==> config.mk <==
export PLATFORM = sky130hd
export DESIGN_NAME = adapt_fir_mem_port_arbiter
export DESIGN_NICKNAME = d
export VERILOG_FILES = /design/src/rtl/adapt_fir_mem_port_arbiter.sv
export SDC_FILE = /design/constraint.sdc
export NUM_CORES = 1
export LEC_CHECK = 0
export CAP_MARGIN = 20
export CORE_ASPECT_RATIO = 0.5
export CORE_MARGIN = 2
export CORE_UTILIZATION = 35
export DETAILED_ROUTE_END_ITERATION = 6
export HOLD_SLACK_MARGIN = 0.08
export PLACE_DENSITY = 0.9
export SYNTH_ARGS = -nofsm -noshare
export SYNTH_HDL_FRONTEND = slang
export SYNTH_SLANG_ARGS = --single-unit
==> constraint.sdc <==
create_clock -name clk -period 3.3 [get_ports clk]
set_clock_uncertainty 0.05 [all_clocks]
set_input_delay 0.66 -clock clk [delete_from_list [all_inputs] [get_ports clk]]
set_output_delay 0.66 -clock clk [all_outputs]
set_load 0.02 [all_outputs]
==> src/rtl/adapt_fir_mem_port_arbiter.sv <==
// ---------------------------------------------------------------------------
// adapt_fir_mem_port_arbiter
//
// Shares port 2 of the 512x32 adaptive-FIR coefficient/sample RAM between two
// Avalon-MM masters. M0 is the FIR tap/sample sequencer. M1 is the LMS
// coefficient updater.
//
// The block grants at most one access per cycle. It uses round-robin selection
// and limits one master to MAX_HOLD consecutive grants while the other master
// is waiting. Read data is returned with a fixed latency of one cycle.
//
// Ports
//   clk, reset_n            clock and asynchronous active-low reset
//   mN_address/read/write   Avalon-MM command from master N (N = 0, 1)
//   mN_writedata/byteenable write payload from master N
//   mN_waitrequest          stall to master N; the master holds its command
//   mN_readdata/valid       read response to master N, one cycle after grant
//   ram_*                   RAM port-2 command; ram_readdata is its q output
//   ram_clken               RAM clock enable, tied high
//   grant_owner             debug: 00 none, 01 M0, 10 M1 for the current cycle
// ---------------------------------------------------------------------------
module adapt_fir_mem_port_arbiter #(
    parameter int ADDR_W   = 9,
    parameter int DATA_W   = 32,
    parameter int BE_W     = 4,
    parameter int MAX_HOLD = 8
) (
    input  logic              clk,
    input  logic              reset_n,
    input  logic [ADDR_W-1:0] m0_address,
    input  logic              m0_read,
    input  logic              m0_write,
    input  logic [DATA_W-1:0] m0_writedata,
    input  logic [BE_W-1:0]   m0_byteenable,
    output logic              m0_waitrequest,
    output logic [DATA_W-1:0] m0_readdata,
    output logic              m0_readdatavalid,
    input  logic [ADDR_W-1:0] m1_address,
    input  logic              m1_read,
    input  logic              m1_write,
    input  logic [DATA_W-1:0] m1_writedata,
    input  logic [BE_W-1:0]   m1_byteenable,
    output logic              m1_waitrequest,
    output logic [DATA_W-1:0] m1_readdata,
    output logic              m1_readdatavalid,
    output logic [ADDR_W-1:0] ram_address,
    output logic              ram_chipselect,
    output logic              ram_write,
    output logic [DATA_W-1:0] ram_writedata,
    output logic [BE_W-1:0]   ram_byteenable,
    input  logic [DATA_W-1:0] ram_readdata,
    output logic              ram_clken,
    output logic [1:0]        grant_owner
);

    typedef enum logic [1:0] {
        SEL_NONE = 2'b00,
        SEL_M0   = 2'b01,
        SEL_M1   = 2'b10
    } sel_e;

    localparam logic [7:0] MAX_HOLD_C = 8'(MAX_HOLD);

    sel_e             last_owner, next_owner, sel, other;
    logic [7:0]       hold_cnt, next_cnt;
    logic             req0, req1, last_req, other_req;
    logic             rv0, rv1;
    logic [ADDR_W-1:0] addr_q, cmd_addr;
    logic [DATA_W-1:0] wdata_q, cmd_wdata;
    logic [BE_W-1:0]   be_q, cmd_be;

    // Selection and next-state logic. hold_cnt==0 means no master was granted
    // on the previous cycle. In that case last_owner is not continuing a run,
    // so the other master gets first choice. This gives M0 the win on
    // simultaneous first requests after reset, because last_owner resets to M1.
    always_comb begin
        // NOTE: every signal written here gets a default first, so no path can
        // leave a value unassigned and infer a latch.
        sel        = SEL_NONE;
        next_owner = last_owner;
        next_cnt   = hold_cnt;
        req0       = m0_read | m0_write;
        req1       = m1_read | m1_write;
        last_req   = (last_owner == SEL_M0) ? req0 : req1;
        other_req  = (last_owner == SEL_M0) ? req1 : req0;
        other      = (last_owner == SEL_M0) ? SEL_M1 : SEL_M0;

        if (last_req && (hold_cnt != 8'd0) && ((hold_cnt < MAX_HOLD_C) || !other_req))
            sel = last_owner;
        else if (other_req)
            sel = other;
        else if (last_req)
            sel = last_owner;

        if (sel == SEL_NONE) begin
            next_cnt = 8'd0;
        end else if (sel == last_owner) begin
            next_cnt = (hold_cnt == 8'hFF) ? hold_cnt : hold_cnt + 8'd1;
        end else begin
            next_owner = sel;
            next_cnt   = 8'd1;
        end
    end

    // Command mux. If a master asserts read and write together, the write wins.
    always_comb begin
        cmd_addr  = (sel == SEL_M1) ? m1_address    : m0_address;
        cmd_wdata = (sel == SEL_M1) ? m1_writedata  : m0_writedata;
        cmd_be    = (sel == SEL_M1) ? m1_byteenable : m0_byteenable;
    end

    assign ram_chipselect = (sel != SEL_NONE);
    assign ram_write      = ((sel == SEL_M0) & m0_write) | ((sel == SEL_M1) & m1_write);
    assign ram_address    = ram_chipselect ? cmd_addr  : addr_q;
    assign ram_writedata  = ram_chipselect ? cmd_wdata : wdata_q;
    assign ram_byteenable = ram_chipselect ? cmd_be    : be_q;
    assign ram_clken      = 1'b1;
    assign grant_owner    = sel;

    assign m0_waitrequest   = req0 & (sel != SEL_M0);
    assign m1_waitrequest   = req1 & (sel != SEL_M1);
    assign m0_readdatavalid = rv0;
    assign m1_readdatavalid = rv1;
    assign m0_readdata      = rv0 ? ram_readdata : '0;
    assign m1_readdata      = rv1 ? ram_readdata : '0;

    // NOTE: sequential state uses non-blocking assignments. All registers
    // update together on the edge, regardless of the order of the statements.
    always_ff @(posedge clk or negedge reset_n) begin
        if (!reset_n) begin
            last_owner <= SEL_M1;
            hold_cnt   <= 8'd0;
            rv0        <= 1'b0;
            rv1        <= 1'b0;
        end else begin
            last_owner <= next_owner;
            hold_cnt   <= next_cnt;
            rv0        <= (sel == SEL_M0) & m0_read & ~m0_write;
            rv1        <= (sel == SEL_M1) & m1_read & ~m1_write;
        end
    end

    // Last issued command. It keeps ram_address, ram_writedata and
    // ram_byteenable stable while no master is selected.
    always_ff @(posedge clk or negedge reset_n) begin
        if (!reset_n) begin
            addr_q  <= '0;
            wdata_q <= '0;
            be_q    <= '0;
        end else if (ram_chipselect) begin
            addr_q  <= cmd_addr;
            wdata_q <= cmd_wdata;
            be_q    <= cmd_be;
        end
    end

    a_m0_no_rw: assert property (@(posedge clk) disable iff (!reset_n) !(m0_read && m0_write));
    a_m1_no_rw: assert property (@(posedge clk) disable iff (!reset_n) !(m1_read && m1_write));

endmodule

-- Word-level counts from Yosys, hierarchy flattened
Index checks and enable logic that the tools add are counted.
- magnitude comparators: 1
- $add $sub $neg: 1
- bitwise logic cells: 15
- reduce and logical (&&, ||, !) cells: 8
- mux-type cells: 17
- equality and inequality tests: 8
- operators with widths (cell ; number):
    two-way mux 32 bit ; 4
    two-way mux 8 bit ; 3
    two-way mux 9 bit ; 2
    adder 8 x 1 -> 8 bit, second input constant ; 1
    AND 1 bit ; 8
    == test 8 bit, second input constant ; 1
    less-than comparator 8 x 4 -> 1 bit, second input constant ; 1
    two-way mux 2 bit ; 4
    two-way mux 4 bit ; 2
    nonzero test 8 bit ; 1
    == test 2 x 1 -> 1 bit, second input constant ; 2
    inverter 1 bit ; 4
    inequality test 3 bit, second input constant ; 1
    OR 1 bit ; 3
    == test 2 bit ; 1
    == test 2 bit, second input constant ; 1
    logical AND 1 bit ; 2
    logical NOT 2 bit ; 1
    two-way mux 1 bit ; 2
    inequality test 2 x 1 -> 1 bit, second input constant ; 1
    inequality test 2 bit, second input constant ; 1
    AND reduction 2 bit ; 1
    nonzero test 2 bit ; 1
    logical NOT 1 bit ; 1
    logical OR 1 bit ; 1
- input port bits: 128
- flip-flop bits (word level): 57
- word-level logic and storage cells: 57
- output and inout port bits: 118

-- Longest topological paths before layout
- depth in word-level cells: 9
- mapped depth: 10
- mapped depth without buffers: 8

-- Least setup slack after synthesis
No wires, ideal clock.
- path type: reg-to-output
- start point: register hold_cnt[5]
- end point: output ram_byteenable[0]
- path buffers: 2
- setup slack: 0.159 ns
- cell stages (with the launch flop): 8
- arrival: 2.431 ns
- data required time: 2.590 ns
- path through: dfrtp_1 or4_4 or4_1 a32oi_2 buf_6 buf_12 nand2_1 a31oi_1
- word-level cells in the longest chain between the ends: 7
- ends and longest elaborated chain (what ; line ; text):
    start, declared ; 65 ; logic [7:0] hold_cnt, next_cnt;
    start signal, assigned ; 137 ; hold_cnt <= next_cnt;
    less-than comparator 8 x 4 -> 1 bit / nonzero test 8 bit (equally long branches) ; 88 ; if (last_req && (hold_cnt != 8'd0) && ((hold_cnt < MAX_HOLD_C) || !other_req))
    logical OR 1 bit / logical AND 1 bit (equally long branches) ; 88 ;
    logical AND 1 bit (*) ; 88 ;
    two-way mux 2 bit (*) ; 88 ;
    == test 2 bit ; 109 ; cmd_be = (sel == SEL_M1) ? m1_byteenable : m0_byteenable;
    two-way mux 4 bit ; 109 ;
    two-way mux 4 bit (*) ; 116 ; assign ram_byteenable = ram_chipselect ? cmd_be : be_q;
    end, declared ; 50 ; output logic [BE_W-1:0] ram_byteenable,
Mark *: on every way between the ends. The rest lies on a longest branch, timed or not.

-- Final worst setup path
- start point: register hold_cnt[5]
- end point: output ram_writedata[17]
- word-level cells in the longest chain between the ends: 7
- ends and longest elaborated chain (what ; line ; text):
    less-than comparator 8 x 4 -> 1 bit / nonzero test 8 bit (equally long branches) ; 88 ;
    logical OR 1 bit / logical AND 1 bit (equally long branches) ; 88 ;
    logical AND 1 bit (*) ; 88 ;
    two-way mux 2 bit (*) ; 88 ;
    == test 2 bit ; 108 ; cmd_wdata = (sel == SEL_M1) ? m1_writedata : m0_writedata;
    two-way mux 32 bit ; 108 ;
    two-way mux 32 bit (*) ; 115 ; assign ram_writedata = ram_chipselect ? cmd_wdata : wdata_q;
    end, declared ; 49 ; output logic [DATA_W-1:0] ram_writedata,
Marked as above.

==> results.ini <==
[logic_synthesis]
number_of_enable_flip_flop_cells_after_synthesis = 0
sequential_cell_area_fraction_in_the_yosys_report_pct = 42.5
syn-mean-instance-area_um2 = 8.29
post_synth_inst_count = 405
ys_dominant_reg_cell = sky130_fd_sc_hd__dfrtp_1
synth_area_um2 = 3360
synth.distinct_cells = 44
synth-warning-count = 0
postSynthRegisterBits = 57
postSynthNetCount = 535
async_flop_share_pct = 100

[placed_design]
dpl_cell_area_um2 = 6130
portBuffers = 244
gp_congestion = 0.849
dp.final_hpwl_um = 9090

[power_and_ir_drop]
cellLeakagePower_nw = 3.31
power.ir.vdd_worst_mv = 0.772
power-per-cell-area_nw_per_um2 = 1240

[drt]
detailedRoute.firstIterationViolations = 657
detail_route.vias_per_cell = 5.94
wl_per_cell_um = 25.3
postRouteWirelength_um = 21800
drc_errors = 3
vias = 5129
antenna_left = 0
drt_pass_1_iters = 7

[global_route]
number_of_global_route_vias_before_repair = 4494
globalRoute.totalOverflow = 0
first_pass_grt_wire_length_um = 24900
grt_max_degree = 36
antenna_violations_before_repair = 1
globalRouteTotalUtil_pct = 31.6

[setup_path]
rr_endpoint = wdata_q[23]
rrSetupSlack_ps = 350
r2r_start = hold_cnt[5]
crit_fanout = 5
startpoint_type = flop
signal_arrival_time_at_the_worst_endpoint_ps = 3060
cell_with_the_biggest_individual_delay_on_the_critical_path = sky130_fd_sc_hd__or4_4
crit_path_max_incr_delay_ps = 590
critPathRequiredTime_ps = 2590
timing.critical_path.to_type = output pin
critical_path.cell_chain = or4_4 -> or4_4 -> a32oi_4 -> buf_12 -> buf_4 -> clkbuf_16 -> nand2_1 -> a31oi_2 -> buf_4
reg2regPathDepth = 11
timing.setup.critical_path_class = flop to output pin

[floorplanning]
rows = 25
floorplan.initialDensity_pct = 35.8
core_area_um2 = 9380
die-height_um = 73.3
die-width_um = 143
pin_count = 246
die_area_um2 = 10400

[timing]
setup_total_negative_slack_ps = -16460
rsz_0062_raised_after_global_routing = yes
post-route-min-period_ps = 3770
final-setup-viol-count = 50
fin_ws_ps = -469
final_hold_viol_count = 0
worst_hold_slack_ps = 101
max_slew.worst_pin.slew_ps = 1130
fin_crit_sh_pct = 114
max_clock_freq_mhz = 265
max-slew-margin-rel_pct = 24.1
drv_slew = 0

[finish]
finalInstanceArea_um2 = 7820
inserted_diodes = 0
drive_above_1_share_pct = 35.4
areaGrowthSynthToFinish_pct = 133
nets = 867

[clocking]
ctsHtreeMaxLevel = 3
cts.reportedPaths.clkPinSlew_ps = 60
cts_tree = built
cts-root-to-sink-buffers = 2
clock-sinks = 57
clk_latency_ps = 350
cts_buffers = 9
clock-root-buffer = sky130_fd_sc_hd__clkbuf_16

[status]
result_of_the_run = finished with violations
violations = DRC, setup timing

[run]
maxCapViolations = 0

[min_path]
holdCritPathClass = input port to asynchronous set/reset pin

## cells in the final DEF (no fill, tap or decap), types with 3 or more instances in the layout
cell type	instances
sky130_fd_sc_hd__clkdlybuf4s50_1	190
sky130_fd_sc_hd__buf_4	100
sky130_fd_sc_hd__nand2_1	68
sky130_fd_sc_hd__and2_1	64
sky130_fd_sc_hd__nor2_1	58
sky130_fd_sc_hd__dfrtp_1	56
sky130_fd_sc_hd__buf_6	31
sky130_fd_sc_hd__a31oi_4	25
sky130_fd_sc_hd__a31oi_2	20
sky130_fd_sc_hd__nand2_4	15
sky130_fd_sc_hd__clkbuf_16	14
sky130_fd_sc_hd__nand2_2	12
sky130_fd_sc_hd__buf_12	12
sky130_fd_sc_hd__nand3_1	5
sky130_fd_sc_hd__buf_16	5
sky130_fd_sc_hd__o21ai_0	4
sky130_fd_sc_hd__clkbuf_8	4
sky130_fd_sc_hd__inv_1	3
sky130_fd_sc_hd__a21oi_1	3
sky130_fd_sc_hd__a211oi_1	3
sky130_fd_sc_hd__a31oi_1	3
sky130_fd_sc_hd__buf_2	3
## per-stage QoR
step                utilization [%]  total power, mW  instances  setup WS, ps
floorplan                         -             3.55        405           159
global placement               65.4             5.42        781          -629
detailed placement             65.4             5.51        781          -689
CTS                            73.1             7.29        826          -258
global route                   83.4             9.89        863          -489
finish                         83.4             9.73        863          -469
## report_power, final
part	internal (mW)	leakage, nW	switching, mW	total (mW)
Sequential	1.04	0.668	0.263	1.30
Combinational	3.54	2.49	3.92	7.47
Clock	0.589	0.149	0.372	0.961
## worst max path at each step
stage / from / to / cells past startpoint
after floorplan: hold_cnt[5] / ram_byteenable[0] / 7
after CTS: hold_cnt[7] / ram_writedata[1] / 9
after detailed placement: m0_write / ram_writedata[24] / 8
after global routing: hold_cnt[5] / ram_writedata[17] / 9
final: hold_cnt[5] / ram_writedata[17] / 9
after global placement: m0_write / ram_writedata[3] / 9
## critical path: cells and delay by family, from the launching register on
kind / cells / cell delay (ps)
compound gates: 2 / 530
simple gates: 3 / 1130
flops: 1 / 390
buf+inv: 4 / 670
## per-layer routing
| layer | global-route usage [%] | vias to the layer above | routed length (µm) |
|---|---|---|---|
| li1 | - | 2019 | - |
| met1 | 36.5 | 2401 | 7670 |
| met2 | 55.1 | 525 | 9780 |
| met3 | 10.2 | 182 | 2860 |
| met4 | 13.3 | 2 | 1530 |
| met5 | 0 | - | 11 |
## final cells by class
cell class                      count  area [µm²]
Tap cell                          121         151
Inverter                            5        31.3
Timing Repair Buffer              350        3560
Sequential cell                    57        1430
Clock buffer                       14         284
Clock inverter                      2        10.0
Multi-Input combinational cell    314        2360
Fill cell                         473        1560
## Yosys cell counts, drive strengths merged (3+ instances only)
cell type  instances  share of area (%)
dfrtp             56                 42
inv                5               0.56
a21oi              3               0.45
o21ai              6               0.89
nand2             95                 11
a31oi             48                 11
a211oi             4                1.0
nand3              5               0.75
nor2              61                6.8
buf               17                4.8
and2              64                 12
clkbuf            12                1.3
## logic make-up after synthesis
group	Yosys count	synth area share [%]
AOI/OAI and AO/OA	68	15.5
xor gates and xnor gates	2	0.522
adders and majority gates	2	0.745
buffers and inverters	34	6.74
DFF	57	42.5
other	1	0.112
and+or+nand+nor	241	33.9
## repair_timing
action,in CTS,in global routing
hold buffers,0,0
setup endpoints to repair,51,51
buffers inserted,25,33
gates cloned,5,5
pin swaps,18,36
gates resized for setup,319,135
## registers in the layout, summed over array words and instances (netlist names)
name	count
m1_readdatavalid	1
last_owner	2
wdata_q	32
be_q	4
addr_q	9
m0_readdatavalid	1
hold_cnt	8
(Power assumes the default switching activity.)
